$ cat config.mk
export PLATFORM = sky130hd
export DESIGN_NAME = sm_addsub_bcd_unit
export DESIGN_NICKNAME = d
export VERILOG_FILES = /design/src/rtl/sm_addsub_bcd_unit.sv
export SDC_FILE = /design/constraint.sdc
export NUM_CORES = 1
export LEC_CHECK = 0
export BUFFER_PORTS_ARGS = -buffer_cell sky130_fd_sc_hd__buf_2
export CORE_MARGIN = 1.5
export CORE_UTILIZATION = 60
export DETAILED_ROUTE_END_ITERATION = 7
export GPL_ROUTABILITY_DRIVEN = 0
export PLACE_DENSITY = 0.93
export SLEW_MARGIN = 25
export SYNTH_ARGS = -nofsm -noshare
export SYNTH_HDL_FRONTEND = slang
export SYNTH_SLANG_ARGS = --single-unit
$ cat constraint.sdc
create_clock -name clk -period 6.3 [get_ports clk]
set_clock_uncertainty 0.15 [all_clocks]
set_input_delay 0.63 -clock clk [delete_from_list [all_inputs] [get_ports clk]]
set_output_delay 0.63 -clock clk [all_outputs]
set_load 0.01 [all_outputs]
$ cat src/rtl/sm_addsub_bcd_unit.sv
// Signed-magnitude add/subtract/accumulate unit with sequential double-dabble BCD conversion.
// A key1 falling edge starts one operation; results and BCD digits update together with the done pulse.
module sm_addsub_bcd_unit #(
  parameter int W      = 8,
  parameter int DIGITS = 3
) (
  input  logic                  clk,
  input  logic                  key0,
  input  logic                  key1,
  input  logic [W-1:0]          a_sm,
  input  logic [W-1:0]          b_sm,
  input  logic [1:0]            mode,
  output logic                  busy,
  output logic                  done,
  output logic                  ovf,
  output logic                  neg,
  output logic [W-2:0]          res_mag,
  output logic [4*DIGITS-1:0]   bcd
);

  typedef enum logic [1:0] {IDLE, CALC, CONV, DONE} state_t;

  localparam int CW = $clog2(W);
  localparam logic [W-2:0] MAG_MAX = '1;

  state_t state, state_next;

  logic                 key1_q;
  logic                 trigger;
  logic [W-1:0]         a_q, b_q;
  logic [1:0]           mode_q;
  logic [W-1:0]         acc;
  logic                 r_ovf;
  logic [W-2:0]         shift_bin;
  logic [4*DIGITS-1:0]  bcd_work;
  logic [CW-1:0]        bit_cnt;
  logic                 conv_last;

  logic signed [W:0]    op_x, op_b, sum;
  logic [W:0]           sum_abs;
  logic                 calc_neg, calc_ovf;
  logic [W-2:0]         calc_mag;

  logic [3:0]           top_digit;
  logic [4*DIGITS-2:0]  adj;
  logic [4*DIGITS-1:0]  dabble_next;

  // Sign-magnitude to (W+1)-bit two's complement; negative zero collapses to zero naturally.
  function automatic logic signed [W:0] to_tc(input logic [W-1:0] x);
    logic signed [W:0] m;
    m = $signed({2'b00, x[W-2:0]});
    return x[W-1] ? -m : m;
  endfunction

  assign trigger   = key1_q & ~key1;
  assign conv_last = (bit_cnt == CW'(W-2));

  always_ff @(posedge clk or negedge key0) begin
    if (!key0) begin
      state <= IDLE;
    end else begin
      state <= state_next;
    end
  end

  always_comb begin
    state_next = state;
    case (state)
      IDLE:    if (trigger) state_next = CALC;
      CALC:    state_next = CONV;
      CONV:    if (conv_last) state_next = DONE;
      DONE:    state_next = IDLE;
      default: state_next = IDLE;
    endcase
  end

  always_comb begin
    busy = (state != IDLE);
    done = (state == DONE);
  end

  // Signed arithmetic with saturation to the largest representable magnitude.
  always_comb begin
    op_x     = mode_q[1] ? to_tc(acc) : to_tc(a_q);
    op_b     = to_tc(b_q);
    sum      = mode_q[0] ? (op_x - op_b) : (op_x + op_b);
    calc_neg = sum[W];
    sum_abs  = calc_neg ? $unsigned(-sum) : $unsigned(sum);
    if (sum_abs > {2'b00, MAG_MAX}) begin
      calc_ovf = 1'b1;
      calc_mag = MAG_MAX;
    end else begin
      calc_ovf = 1'b0;
      calc_mag = sum_abs[W-2:0];
    end
  end

  // One double-dabble step; the top digit's carry-out can never be set for legal DIGITS.
  always_comb begin
    adj       = '0;
    top_digit = bcd_work[4*DIGITS-1 -: 4];
    for (int d = 0; d < DIGITS-1; d++) begin
      adj[4*d +: 4] = (bcd_work[4*d +: 4] >= 4'd5) ? (bcd_work[4*d +: 4] + 4'd3)
                                                    : bcd_work[4*d +: 4];
    end
    adj[4*DIGITS-2 -: 3] = (top_digit >= 4'd5) ? (top_digit[2:0] + 3'd3) : top_digit[2:0];
    dabble_next = {adj, shift_bin[W-2]};
  end

  always_ff @(posedge clk or negedge key0) begin
    if (!key0) begin
      key1_q <= 1'b0;
    end else begin
      key1_q <= key1;
    end
  end

  always_ff @(posedge clk or negedge key0) begin
    if (!key0) begin
      a_q       <= '0;
      b_q       <= '0;
      mode_q    <= '0;
      acc       <= '0;
      r_ovf     <= 1'b0;
      shift_bin <= '0;
      bcd_work  <= '0;
      bit_cnt   <= '0;
      ovf       <= 1'b0;
      neg       <= 1'b0;
      res_mag   <= '0;
      bcd       <= '0;
    end else begin
      case (state)
        IDLE: begin
          if (trigger) begin
            a_q    <= a_sm;
            b_q    <= b_sm;
            mode_q <= mode;
          end
        end
        CALC: begin
          acc       <= {calc_neg, calc_mag};
          r_ovf     <= calc_ovf;
          shift_bin <= calc_mag;
          bcd_work  <= '0;
          bit_cnt   <= '0;
        end
        CONV: begin
          bcd_work  <= dabble_next;
          shift_bin <= {shift_bin[W-3:0], 1'b0};
          bit_cnt   <= bit_cnt + 1'b1;
          if (conv_last) begin
            res_mag <= acc[W-2:0];
            neg     <= acc[W-1];
            ovf     <= r_ovf;
            bcd     <= dabble_next;
          end
        end
        default: begin
        end
      endcase
    end
  end

endmodule

======== After elaboration in Yosys (flattened, before gate mapping) ========
Cells that the tools add are included.
word-level totals
  output and inout bits ................... 23
  input port bits ......................... 21
  register bits after elaboration ......... 73
cells by class
  order comparisons ....................... 4
  eq/ne operators ......................... 6
  bitwise gates (word level) .............. 2
  multiplexer cells ....................... 17
  add/sub/neg operators ................... 10
  reductions and logical operators ........ 6
operators by type and width
  cell                 count
  $mux 9               6
  $neg 7->9            3
  $pmux 12 s2          1
  $pmux 7 s2           1
  $ge 4x3->1 const B   3
  $add 9x9->9          1
  $gt 9x7->1 const B   1
  $neg 9->9            1
  $sub 9x9->9          1
  $add 4x2->4 const B  2
  $mux 4               2
  $pmux 2 s4           1
  $mux 7               1
  $pmux 3 s2           1
  $reduce_and 2->1     3
  $eq 2x2->1 const B   2
  $mux 2               2
  $ne 2x2->1 const B   2
  $reduce_bool 2->1    2
  $add 3x1->3 const B  1
  $add 3x2->3 const B  1
  $eq 3x3->1 const B   1
  $mux 3               1
  $eq 2x1->1 const B   1
  other kinds (4)      4

======== Depth between registers and ports, before layout ========
Gate-level depths: netlist of the first run.
  word-level depth ........................ 10
  mapped depth ............................ 19
  gate-level depth less buffers ........... 17

======== Least setup slack after synthesis of the first run ========
No wires, ideal clock.
  path kind ............................... reg2reg
  from .................................... register b_q[0]
  to ...................................... register shift_bin[5]
  setup slack ............................. 2.238 ns
  buffers on the path ..................... 1
  stages on the path, launching flop included .. 18
  data arrival time ....................... 3.786 ns
  clock period less this slack ............ 4.062 ns
  data required time ...................... 6.024 ns
  setup time .............................. 0.126 ns
  cell sequence ........................... dfrtp_1 inv_1 ha_1 mux2i_1 ha_1 and3_1 a32o_1 nor2_1 xor2_1 ha_1 or2_2 o311a_1 or3_1 buf_4 o21bai_1 a21o_1 mux2_4 a221o_1
on the way
  longest elaborated chain between the ends .. 9
RTL lines
  element                                            RTL line  RTL
  start: declaration                                 30        logic [W-1:0] a_q, b_q;
  start signal: assignment                           137       b_q <= b_sm;
  $neg 7->9                                          52        return x[W-1] ? -m : m;
  $mux 9 (*)                                         52
  $add 9x9->9 / $sub 9x9->9 (equally long branches)  86        sum = mode_q[0] ? (op_x - op_b) : (op_x + op_b);
  $mux 9 (*)                                         86
  $neg 9->9                                          88        sum_abs = calc_neg ? $unsigned(-sum) : $unsigned(sum);
  $mux 9 (*)                                         88
  $gt 9x7->1                                         89        if (sum_abs > {2'b00, MAG_MAX}) begin
  $mux 7 (*)                                         89
  $pmux 7 s2 (*)                                     133       case (state)
  end signal: assignment                             144       shift_bin <= calc_mag;
  end signal: assignment                             150       shift_bin <= {shift_bin[W-3:0], 1'b0};
  end: declaration                                   34        logic [W-2:0] shift_bin;
Every way passes the cells marked *; elsewhere a longest branch is shown, timed or not.
A chain may end at the register's enable or synchronous reset.

======== Worst setup path after layout of the first run ========
  from .................................... register b_q[0]
  to ...................................... register acc[1]
on the way
  longest elaborated chain between the ends .. 8
RTL lines
  element                                            RTL line  RTL
  $neg 7->9                                          52
  $mux 9 (*)                                         52
  $add 9x9->9 / $sub 9x9->9 (equally long branches)  86
  $mux 9 (*)                                         86
  $neg 9->9                                          88
  $mux 9 (*)                                         88
  $gt 9x7->1                                         89
  $mux 7 (*)                                         89
  end signal: assignment                             142       acc <= {calc_neg, calc_mag};
  end: declaration                                   32        logic [W-1:0] acc;
Marks and branches as above.

==> run_results.csv, run 1 <==
group,metric,value,unit
sta,slew_violations,0,
global_route,grt_overflow,0,
global_route,antenna_found_initial,0,
die,die_h,89.6,µm
clocking,numClockSinks,73,
clocking,holdBufCountCts,0,
critical_path,arrival,5.11,ns
critical_path,cpPeakStageDelay,0.81,ns
routing,drc_errors,0,
worst_hold_path,whs_path_depth,1,
logic_synthesis,ys_types,59,
critical_path,critical_path.startpoint_type,"flip-flop",
routing,postRouteWirelength,9310,µm
logic_synthesis,ys_dominant_reg_cell,"dfrtp_1",
critical_path,endpoint_kind,"flip-flop",
sta,fin_crit_sh,80.6,%
sta,setup_viol,0,
finish,postLayoutCellArea,4900,µm²
die,die_w,89.6,µm
routing,drt_iter0_markers,245,
sta,post-route-min-period,5.08,ns
logic_synthesis,yosys-top-cells-area,"dfrtp_1 41%, mux2_2 8.0%, ha_1 6.9%",
run_status,status,"finished clean",
job,maxCapViolCount,0,
placed_design,post-place-ws,1.47,ns
clocking,cts_resized,0,
die,io_pins,44,
sta,grt_setup_unrepaired,"false",
routing,firstDrtPassIters,6,
finish,drive_gt1_share,21.0,%
critical_path,crit_chain,"inv_1 -> ha_1 -> mux2i_1 -> ha_1 -> and3_1 -> a32o_1 -> nor2_1 -> xor2_1 -> ha_1 -> o21ai_0 -> a21oi_1 -> o21ai_0 -> a21oi_1 -> xnor3_1 -> a41o_2 -> mux2i_1 -> a31oi_1",
die,rows,31,
logic_synthesis,synthCells,462,
die,coreArea,7250,µm²
finish,diodes,0,
critical_path,r2r_start,"b_q[0]",
sta,slew_headroom,28.2,%
die,dieArea,8040,µm²
clocking,htree_levels,3,
critical_path,crit_top_cell,"ha_1",
clocking,clk_latency,0.36,ns
placed_design,port_buffers,43,
die,start_util,62.1,%
critical_path,crit_type,"flip-flop to flip-flop",
logic_synthesis,avgSynthCellArea,9.75,µm²
routing,via_per_inst,5.90,
routing,vias,3526,
sta,tns,0,ns
sta,fmax,0.197,GHz
clocking,cts_tree,"done",
logic_synthesis,synth_top_cell_by_area,"dfrtp_1",
critical_path,worst_ep_required_time,6.34,ns
worst_hold_path,hold_end,"key1_q",
clocking,clk_pin_slew,0.08,ns
logic_synthesis,post-synth-top-area-fraction,40.6,%
global_route,grtUsageTotal,25.4,%
finish,areaGrowthSynthToFinish,8.83,%
clocking,cts_buffers,9,
critical_path,reg2reg_to,"acc[1]",
global_route,grt_max_degree,74,
sta,finalHoldViolations,0,
critical_path,r2r_slack,1.22,ns
critical_path,crit_fanout,13,
routing,wire_per_inst,15.6,µm
logic_synthesis,synth_nets,509,
clocking,cts_root_buf,"clkbuf_8",
clocking,post-cts-setup-buffers,0,
logic_synthesis,ys_ff_latch,73,
sta,fin_ws,1.22,ns
critical_path,ff2ff_path_depth,17,
logic_synthesis,synth_edf_count,0,
sta,worst_pin_slew,1.05,ns
finish,final_core_util,67.6,%
critical_path,crit_slowest_cell,"mux2i_1",
finish,nets,541,
logic_synthesis,ys_seq_area_share,40.6,%
worst_hold_path,holdCritPathClass,"input pin to flip-flop",
global_route,grt_pass1_vias,3369,
placed_design,place_area,4720,µm²
logic_synthesis,yosysWarnings,0,
routing,ant_nets,0,
clocking,clock_path_buffers,2,
global_route,grt_pass1_wl,15700,µm
placed_design,dp_hpwl,6790,µm
logic_synthesis,synth_area,4500,µm²
logic_synthesis,synthArstFlopShare,100,%
worst_hold_path,min_from,"key1",
through the flow:
stage | std cells | hold slack, ns
after floorplan | 462 | 0.184
after global routing | 598 | 0.238
after detailed placement | 582 | 0.315
final | 598 | 0.243
after global placement | 582 | 0.307
after CTS | 598 | 0.234
layout make-up:
cell class                 count  area [µm²]
fill                         563        2350
inverter                      27         101
timing repair buffer          45         230
sequential                    73        1830
clock buffer                   9         124
clock inverter                 7        58.8
tap                           99         124
multi-input combinational    338        2440
worst max-delay path, delay by kind of cell (launching register included):
family                     cells  cell delay (ns)
DFF                            1             0.44
AOI/OAI and AO/OA              7             1.43
and+or+nand+nor                2             0.23
xor gates and xnor gates       2             0.54
buffers and inverters          1             0.15
muxes                          2             1.07
adders and majority gates      3             0.88
placed cells by master, fill, tap and decap left out, types with 3 or more instances in the layout:
| master | instances |
|---|---|
| inv_6 | 5 |
| nor2_1 | 28 |
| nor3_1 | 4 |
| o31ai_1 | 3 |
| nor4_1 | 3 |
| inv_1 | 27 |
| ha_1 | 25 |
| xor2_1 | 14 |
| mux2i_1 | 7 |
| o21a_1 | 3 |
| or3_1 | 4 |
| clkbuf_8 | 9 |
| dfrtp_1 | 73 |
| a31oi_1 | 13 |
| or2_2 | 3 |
| nand2b_1 | 8 |
| nand3_1 | 4 |
| nand2_1 | 40 |
| o2bb2ai_1 | 3 |
| o41ai_1 | 3 |
| xnor2_1 | 18 |
| a21oi_1 | 17 |
| nand4_1 | 3 |
| mux2_2 | 32 |
| buf_2 | 43 |
| o22ai_1 | 5 |
| a21o_1 | 3 |
| o21ai_0 | 51 |
| and3_1 | 6 |
| nand3b_1 | 7 |
registers in the layout, summed over array words and instances (netlist names):
signal and cells:
res_mag 7, acc 8, state 2, mode_q 2, bcd_work 12, b_q 8, ovf 1, bcd 12
r_ovf 1, bit_cnt 3, a_q 8, neg 1, shift_bin 7, key1_q 1
per-layer routing:
| layer | global-route usage (%) | part of all wire, % | vias up |
|---|---|---|---|
| met5 | 0 | 0 | - |
| met4 | 7.27 | 1.8 | 0 |
| met3 | 6.12 | 5.4 | 19 |
| met2 | 43.6 | 49 | 137 |
| met1 | 31.9 | 44 | 1661 |
| li1 | - | - | 1709 |
synthesized netlist by cell type, drive strengths merged (8+ instances only):
master,n
clkbuf,16
nor2,28
dfrtp,73
inv,27
nand2,40
nand2b,8
o21ai,51
ha,25
xor2,14
mux2,33
a31oi,14
buf,8
a21oi,17
xnor2,18
cells by family after synthesis:
group                      Yosys count  synth area share (%)
AOI/OAI and AO/OA                  121                  17.0
xor gates and xnor gates            33                  6.72
adders and majority gates           26                  7.39
buffers and inverters               51                  5.33
DFF                                 73                  40.6
muxes                               40                  9.89
and+or+nand+nor                    118                  13.1
worst max path at each step:
stage	from	end	slack [ns]	depth (start not counted)
floorplan	b_q[0]	shift_bin[5]	2.24	17
global placement	b_q[0]	acc[6]	1.70	17
detailed placement	b_q[0]	acc[1]	1.47	17
CTS	b_q[0]	shift_bin[6]	1.37	17
global route	b_q[0]	acc[1]	0.89	17
finish	b_q[0]	acc[1]	1.22	17
Power of run 1 is not shown: default switching activity piles up to over one toggle a cycle in this logic, so the estimate is an artifact.
==> run 2, diff against run 1 <==
--- a/config.mk
+++ b/config.mk
@@ -7,10 +7,10 @@
 export LEC_CHECK = 0
 export BUFFER_PORTS_ARGS = -buffer_cell sky130_fd_sc_hd__buf_2
 export CORE_MARGIN = 1.5
-export CORE_UTILIZATION = 60
+export CORE_UTILIZATION = 54
 export DETAILED_ROUTE_END_ITERATION = 7
 export GPL_ROUTABILITY_DRIVEN = 0
-export PLACE_DENSITY = 0.93
+export PLACE_DENSITY = 0.89
 export SLEW_MARGIN = 25
 export SYNTH_ARGS = -nofsm -noshare
 export SYNTH_HDL_FRONTEND = slang
==> constraint.sdc (replaced) <==
create_clock -name clk -period 4.05 [get_ports clk]
set_clock_uncertainty 0.15 [all_clocks]
set_input_delay 0.405 -clock clk [delete_from_list [all_inputs] [get_ports clk]]
set_output_delay 0.405 -clock clk [all_outputs]
set_load 0.01 [all_outputs]
==> run 2 against run 1 <==
Against the previous run: the run now ends with hold timing left; first-iteration DRC count is 20% lower; sequential share of layout area is 2.0 points lower; maximum frequency is 27% higher; global-route usage is 2.7 points lower; critical path depth is 1 lower; wire length is 3.3% higher; final cell count is 3.3% higher; final area is 5.5% higher; flip-flop and latch count stayed put; largest cell class unchanged.
==> run_results.csv, run 2 (same netlist as run 1, synthesis figures left out) <==
group,metric,value,unit
run_status,status,"finished with violations",
run_status,violations,"hold timing",
global_route,grt_pass1_wl,15700,µm
critical_path,worst-path-buf-inv,1,
routing,wire_per_inst,15.6,µm
die,start_util,55.4,%
finish,nets,556,
finish,final_common_cell,"dfrtp_1",
clocking,cts_root_buf,"clkbuf_8",
critical_path,ff2ff_path_depth,16,
die,die_w,94.3,µm
clocking,cts_buffers,9,
finish,drive_gt1_share,27.3,%
global_route,antenna_found_initial,0,
sta,setup_viol,0,
sta,finalHoldViolations,5,
routing,firstDrtPassIters,5,
routing,ant_nets,0,
routing,drc_errors,0,
sta,holdWs,-0.00851,ns
critical_path,endpoint_kind,"flip-flop",
critical_path,worstSetupStartpoint,"b_q[1]",
sta,slew_headroom,44.5,%
critical_path,crit_chain,"inv_2 -> ha_2 -> mux2i_2 -> ha_2 -> and3_4 -> a32o_2 -> nor2_1 -> xor2_1 -> ha_1 -> or2_4 -> o311a_1 -> or3_4 -> o21bai_1 -> a21o_1 -> mux2_4 -> a221o_1",
sta,fin_crit_sh,98.9,%
critical_path,critical_path.startpoint_type,"flip-flop",
die,dieArea,8900,µm²
clocking,cts_tree,"done",
placed_design,port_buffers,43,
critical_path,worst_ep_required_time,4.13,ns
critical_path,cp_top_family,"compound AO/OA/AOI/OAI gates",
global_route,grt_pass1_vias,3455,
critical_path,reg2reg_to,"shift_bin[5]",
finish,final_cell_mix,"73 x dfrtp_1, 49 x o21ai_0, 43 x buf_2",
global_route,grtUsageTotal,22.7,%
clocking,clk_latency,0.35,ns
critical_path,crit_fanout,4,
sta,fmax,0.250,GHz
critical_path,arrival,4.08,ns
clocking,clock_path_buffers,2,
critical_path,cpPeakStageDelay,0.41,ns
critical_path,r2r_start,"b_q[1]",
finish,diodes,0,
critical_path,crit_slowest_cell,"or3_4",
critical_path,crit_type,"flip-flop to flip-flop",
worst_hold_path,holdCritPathClass,"input pin to async pin",
finish,areaGrowthSynthToFinish,14.9,%
sta,grt_setup_unrepaired,"true",
routing,vias,3647,
finish,reg.largest.list,"bcd x12, bcd_work x12",
clocking,numClockSinks,73,
job,maxCapViolCount,0,
placed_design,dp_hpwl,6760,µm
sta,post-route-min-period,4.01,ns
sta,worst_pin_slew,0.832,ns
die,rows,33,
critical_path,r2r_slack,0.04,ns
die,die_h,94.3,µm
global_route,grt_max_degree,40,
critical_path,crit_top_cell,"ha_2",
clocking,htree_levels,3,
die,coreArea,8130,µm²
routing,via_per_inst,5.90,
global_route,grt_overflow,0,
routing,postRouteWirelength,9620,µm
clocking,clk_pin_slew,0.08,ns
routing,drt_iter0_markers,196,
die,io_pins,44,
sta,slew_violations,0,
finish,final_core_util,63.6,%
sta,tns,0,ns
[run 2: worst max path at each step]
stage / cells after the start / slack [ns] / to
2_1_floorplan: 17 / 0.01 / shift_bin[5]
3_3_place_gp: 16 / 0.1 / shift_bin[5]
3_5_place_dp: 15 / -0.03 / shift_bin[5]
4_1_cts: 15 / 0.01 / shift_bin[5]
5_1_grt: 17 / -0.05 / shift_bin[5]
6_report: 16 / 0.04 / shift_bin[5]
[run 2: layer usage]
metal | wire [µm] | GRT usage, %
met5 | 0 | 0
met4 | 282 | 10.4
met3 | 541 | 4.83
met1 | 4070 | 28.6
met2 | 4730 | 37.2
[run 2: final cells by class]
type	instances	area, µm²
Clock buffer	9	124
Sequential cell	73	1830
Fill cell	636	2960
Timing Repair Buffer	60	343
Clock inverter	6	116
Inverter	27	101
Multi-Input combinational cell	338	2530
Tap cell	105	131
[run 2: stage by stage]
stage | cell area (µm²) | instances | setup slack, ns
floorplan | 4510 | 462 | 0.0139
global placement | 4800 | 597 | 0.0982
detailed placement | 4800 | 597 | -0.0281
CTS | 5060 | 612 | 0.0101
global route | 5170 | 618 | -0.0544
finish | 5170 | 618 | 0.0432
[run 2: what timing repair did]
action | in CTS | in global routing
pin swaps | 4 | 11
resized for setup | 6 | 19
endpoints found under the setup margin | 2 | 15
cloned | 0 | 0
hold buffers | 0 | 0
buffers inserted | 0 | 6
Power of run 2 is left out for the same reason.
